`config.mk`:
```
export PLATFORM = sky130hd
export DESIGN_NAME = carregador_de_instrucoes
export DESIGN_NICKNAME = d
export VERILOG_FILES = /design/src/rtl/carregador_de_instrucoes.sv
export SDC_FILE = /design/constraint.sdc
export NUM_CORES = 1
export LEC_CHECK = 0
export ABC_AREA = 1
export BUFFER_PORTS_ARGS = -buffer_cell sky130_fd_sc_hd__buf_4
export CAP_MARGIN = 0
export CORE_ASPECT_RATIO = 1.4
export CORE_MARGIN = 5
export CORE_UTILIZATION = 35
export DETAILED_ROUTE_END_ITERATION = 10
export GPL_ROUTABILITY_DRIVEN = 0
export PLACE_DENSITY = 0.49
export SLEW_MARGIN = 20
export SYNTH_ARGS = -nofsm -noshare
export SYNTH_HDL_FRONTEND = slang
export SYNTH_SLANG_ARGS = --single-unit
```
`constraint.sdc`:
```
create_clock -name clock -period 2 [get_ports clock]
set_input_delay 0.5 -clock clock [delete_from_list [all_inputs] [get_ports clock]]
set_output_delay 0.5 -clock clock [all_outputs]
set_load 0.01 [all_outputs]
```
`src/rtl/carregador_de_instrucoes.sv`:
```
// Instruction-memory loader: assembles a framed byte stream (N_hi, N_lo, 4*N payload, XOR checksum)
// into 32-bit words and writes them one per strobe, holding the CPU off while busy.
module carregador_de_instrucoes #(
    parameter int ENDERECO_INICIAL = 0,
    parameter int PROFUNDIDADE     = 26,
    parameter int LARGURA_END      = 26
) (
    input  logic                   clock,
    input  logic                   reset_n,
    input  logic                   iniciar,
    input  logic [7:0]             byte_dado,
    input  logic                   byte_valido,
    output logic                   byte_pronto,
    output logic                   escrita_en,
    output logic [LARGURA_END-1:0] endereco_escrita,
    output logic [31:0]            dado_escrita,
    output logic                   ocupado,
    output logic                   carga_concluida,
    output logic                   erro_carga,
    output logic [2:0]             estado_depuracao
);

    typedef enum logic [2:0] {
        OCIOSO    = 3'd0,
        CONT_H    = 3'd1,
        CONT_L    = 3'd2,
        DADOS     = 3'd3,
        CHECKSUM  = 3'd4,
        CONCLUIDO = 3'd5,
        ERRO      = 3'd6
    } estado_t;

    localparam logic [15:0] PROF16 = 16'(PROFUNDIDADE);

    estado_t                r_estado;
    logic                   r_byte_pronto;
    logic                   r_escrita_en;
    logic [LARGURA_END-1:0] r_endereco;
    logic [31:0]            r_dado_escrita;
    logic                   r_ocupado;
    logic                   r_concluida;
    logic                   r_erro;
    logic [7:0]             r_n_alto;
    logic [15:0]            r_n;
    logic [15:0]            r_indice;
    logic [1:0]             r_cont_bytes;
    logic [23:0]            r_montagem;
    logic [7:0]             r_checksum;

    logic                   w_consumido;
    logic [15:0]            w_n;
    logic [31:0]            w_palavra;
    logic [15:0]            w_indice_prox;
    logic [LARGURA_END-1:0] w_endereco;

    // Handshake: a byte transfers on a rising edge where byte_valido && byte_pronto;
    // byte_pronto depends only on state, never on byte_valido.
    assign w_consumido   = byte_valido && r_byte_pronto;
    assign w_n           = {r_n_alto, byte_dado};
    // Only the first three bytes need storage; the fourth completes the word directly.
    assign w_palavra     = {r_montagem, byte_dado};
    assign w_indice_prox = r_indice + 16'd1;
    assign w_endereco    = LARGURA_END'(ENDERECO_INICIAL) + LARGURA_END'(r_indice);

    always_ff @(posedge clock or negedge reset_n) begin
        if (!reset_n) begin
            r_estado       <= OCIOSO;
            r_byte_pronto  <= 1'b0;
            r_escrita_en   <= 1'b0;
            r_endereco     <= '0;
            r_dado_escrita <= '0;
            r_ocupado      <= 1'b0;
            r_concluida    <= 1'b0;
            r_erro         <= 1'b0;
            r_n_alto       <= '0;
            r_n            <= '0;
            r_indice       <= '0;
            r_cont_bytes   <= '0;
            r_montagem     <= '0;
            r_checksum     <= '0;
        end else begin
            r_escrita_en <= 1'b0;
            case (r_estado)
                OCIOSO: begin
                    if (iniciar) begin
                        r_estado      <= CONT_H;
                        r_concluida   <= 1'b0;
                        r_erro        <= 1'b0;
                        r_ocupado     <= 1'b1;
                        r_byte_pronto <= 1'b1;
                        r_cont_bytes  <= '0;
                        r_indice      <= '0;
                        r_checksum    <= '0;
                    end
                end
                CONT_H: begin
                    if (w_consumido) begin
                        r_n_alto <= byte_dado;
                        r_estado <= CONT_L;
                    end
                end
                CONT_L: begin
                    if (w_consumido) begin
                        r_n <= w_n;
                        if (w_n > PROF16) begin
                            r_estado      <= ERRO;
                            r_erro        <= 1'b1;
                            r_ocupado     <= 1'b0;
                            r_byte_pronto <= 1'b0;
                        end else if (w_n == 16'd0) begin
                            r_estado <= CHECKSUM;
                        end else begin
                            r_estado <= DADOS;
                        end
                    end
                end
                DADOS: begin
                    if (w_consumido) begin
                        r_montagem   <= w_palavra[23:0];
                        r_checksum   <= r_checksum ^ byte_dado;
                        r_cont_bytes <= r_cont_bytes + 2'd1;
                        if (r_cont_bytes == 2'd3) begin
                            r_dado_escrita <= w_palavra;
                            r_endereco     <= w_endereco;
                            r_escrita_en   <= 1'b1;
                            r_indice       <= w_indice_prox;
                            // The strobe for the last word overlaps the first CHECKSUM cycle.
                            if (w_indice_prox == r_n) begin
                                r_estado <= CHECKSUM;
                            end
                        end
                    end
                end
                CHECKSUM: begin
                    if (w_consumido) begin
                        r_byte_pronto <= 1'b0;
                        r_ocupado     <= 1'b0;
                        if (byte_dado == r_checksum) begin
                            r_estado    <= CONCLUIDO;
                            r_concluida <= 1'b1;
                        end else begin
                            r_estado <= ERRO;
                            r_erro   <= 1'b1;
                        end
                    end
                end
                CONCLUIDO: r_estado <= OCIOSO;
                ERRO:      r_estado <= OCIOSO;
                default:   r_estado <= OCIOSO;
            endcase
        end
    end

    assign byte_pronto      = r_byte_pronto;
    assign escrita_en       = r_escrita_en;
    assign endereco_escrita = r_endereco;
    assign dado_escrita     = r_dado_escrita;
    assign ocupado          = r_ocupado;
    assign carga_concluida  = r_concluida;
    assign erro_carga       = r_erro;
    assign estado_depuracao = r_estado;

endmodule

```
==> flow_summary.ini <==
[power]
p_clk_frac = 0.344
vdd.ir_drop.worst_v = 0.000629
intPower_mw = 5.70
p_switching_mw = 2.82
p_per_area_nw_per_um2 = 1160
p_leak_nw = 3.60
power.total_mw = 8.52
combPwrFrac = 0.241
power.share.switching = 0.331
pwr-share-seq = 0.415

[die]
placementRows = 56
die_area_sq_um = 19500
die_y_microns = 163
die_x_microns = 119
coreArea_sq_um = 16600
start_util = 0.354
io_pins = 78

[routing]
ant_nets = 0
via_per_inst = 4.76
wirelength_microns = 14600
vias = 4703
drt_iter0_drc = 148
drtPass1Iterations = 4
avgRoutedWirePerCell_microns = 14.8
drc = 0

[placement]
port_buffers = 67
place_area_sq_um = 6650
post-dp-hpwl_microns = 10600

[setup_path]
rrSetupSlack_ns = 0.09
cp_top_family = simple AND/OR/NAND/NOR gates
critical_path.endpoint_type = flop
slowest_stage = dfrtp_2
worst-setup-path-type = flop to flop
crit_required_ns = 2.31
worstPathBufferInverterCount = 0
max_stage_delay_ns = 0.40
worst-path-max-fanout = 7
cp.arrival_ns = 2.22
critPathLaunchType = flop
crit_chain = nand2_1, nor2_4, nand3_2, o21ai_2, nand2_1, nand2_1, nand2_1, nor2_1, nand3_2, nand2_2, nand2_1, nand2_1, nand2_1
path_common_cell = nand2_1
rr_startpoint = r_indice[1]$_DFFE_PN0P_
crit_path_start = r_indice[1]$_DFFE_PN0P_

[job]
max_cap_viol_count = 0

[sta]
slew_viol_final = 0
fmax_mhz = 525
fin_skew_ns = 0.00904
finalHoldViolCount = 0
whs_ns = 0.340
tns_ns = 0
final.min_clock_period_ns = 1.91
setup_viol = 0
fin_crit_sh = 0.953
rsz0062_at_grt = yes

[final_layout]
layout_commonest_cell = nand2_1
syn2layout_area_growth_pct = 25.0
design_area_sq_um = 7340
final_util = 0.442
final-seq-area_sq_um = 3230
layout-drive-gt1-share = 0.206
multiInputGateArea_sq_um = 2240
diodes = 0
final.fill_count = 1652
layout_common_cells = 200 x nand2_1, 126 x dfrtp_1, 101 x o21ai_0, 90 x buf_4, 75 x inv_1
nets = 788

[global_routing]
grt_max_degree = 76
track_usage = 0.157
grt_pass1_wl_microns = 24000
grt-ovfl-total = 0
antenna_found_initial = 0
first_global_vias = 4710

[logic_synthesis]
synth-seq-cells = 129
yosysWarnings = 0
synth_cell_types = 34
synth_area_leaders = dfrtp_1 55%, nand2_1 13%, o21ai_0 8.6%, inv_1 4.9%, nand3_1 2.9%
synth_top_area_cell = dfrtp_1
synth_area_per_cell_sq_um = 8.56
ys_seq_area_frac = 0.550
synth_top_area_frac = 0.550
syn_inst = 686
syn_area_sq_um = 5870

[clocking]
cts.sinks = 129
cts.htree.levels = 4
insertion_delay_ns = 0.42
clock_path_buffers = 2
cts-root-buf = clkbuf_16
cts_tree = done
numCtsBuffers = 17
path_clk_slew_ns = 0.06

[run_status]
outcome = complete, no violations

[min_path]
holdCritStartpoint = byte_dado[1]
hold_class = primary input to flop
through the flow:
stage | cells | worst slack (ns)
after floorplan | 695 | 0.299
after global placement | 951 | -0.107
after detailed placement | 951 | -0.104
after CTS | 984 | 0.000894
after global routing | 989 | -0.0998
final | 989 | 0.0938
state kept, by name, indices dropped and copies added (netlist names), 2 cells and up:
name and cells:
dado_escrita 32, r_montagem 24, r_n_alto 8, r_cont_bytes 2, endereco_escrita 16, r_checksum 8, r_indice 16, estado_depuracao 3
r_n 16
power by group through the flow:
stage | clock network [mW] | logic [mW] | registers (mW)
final | 2.93 | 2.06 | 3.53
after global routing | 3.12 | 2.38 | 3.60
after CTS | 3.00 | 2.07 | 3.53
after detailed placement | 0 | 2.05 | 3.57
after global placement | 0 | 2.02 | 3.56
after floorplan | 0 | 1.40 | 3.52
cell usage after synthesis (all sizes together):
cell and number:
nand2 204, dfrtp 129, o21ai 103, inv 81
nor2 37, nand3 35, buf 19, clkbuf 15
o22ai 12, nand4 9, xnor2 6, xor2 6
a21oi 5, a22o 5, nor3 5, nand3b 4
ha 2, o211ai 2, o21bai 2, o31ai 2
a221oi 1, conb 1, xnor3 1
final cells by class:
cell class	instances	area share
clock buffer	17	0.0580
clock inverter	14	0.0181
inverter	81	0.0418
multi-input combinational	451	0.306
sequential	129	0.440
tap	203	0.0346
timing repair buffer	94	0.102
routing by layer:
layer / global-route usage / vias up / part of all wire
met4: 0.0537 / 0 / 0.014
met3: 0.0350 / 13 / 0.038
met1: 0.185 / 2220 / 0.42
met5: 0 / - / 0
met2: 0.281 / 95 / 0.53
li1: - / 2375 / -
what timing repair did:
| action | 4_1_cts | 5_1_grt |
|---|---|---|
| setup endpoints to repair | 3 | 13 |
| pin swaps | 3 | 15 |
| hold endpoints to repair | 8 | 0 |
| hold buffers | 1 | 0 |
| gates resized for setup | 3 | 22 |
| buffers inserted | 1 | 5 |
worst paths after layout:
path,end,depth (start not counted)
min,r_montagem[1]$_DFFE_PN0P_,3
max,estado_depuracao[1]$_DFFE_PN0P_,13
max in group asynchronous,r_indice[8]$_DFFE_PN0P_,3
min in group asynchronous,endereco_escrita[0]$_DFFE_PN0P_,2
max reg2reg,estado_depuracao[1]$_DFFE_PN0P_,13
min reg2reg,endereco_escrita[9]$_DFFE_PN0P_,2
worst register-to-register path, delay by kind of cell (launching register included):
family | cells | cell delay, ns
AOI/OAI and AO/OA | 1 | 0.16
DFF | 1 | 0.40
and+or+nand+nor | 12 | 1.22
logic make-up (layout without fill, tap and decap cells):
| family | after synthesis | count (layout) | share of synthesized area |
|---|---|---|---|
| AO/OA/AOI/OAI | 132 | 132 | 0.127 |
| XOR/XNOR | 13 | 13 | 0.0217 |
| adder cells (fa/ha/maj) | 2 | 2 | 0.00426 |
| buffers and inverters | 115 | 206 | 0.0865 |
| flip-flops | 129 | 129 | 0.550 |
| other | 1 | 10 | 0.000639 |
| AND/OR/NAND/NOR | 294 | 294 | 0.211 |
No activity file was read; power rests on OpenSTA's default activity.
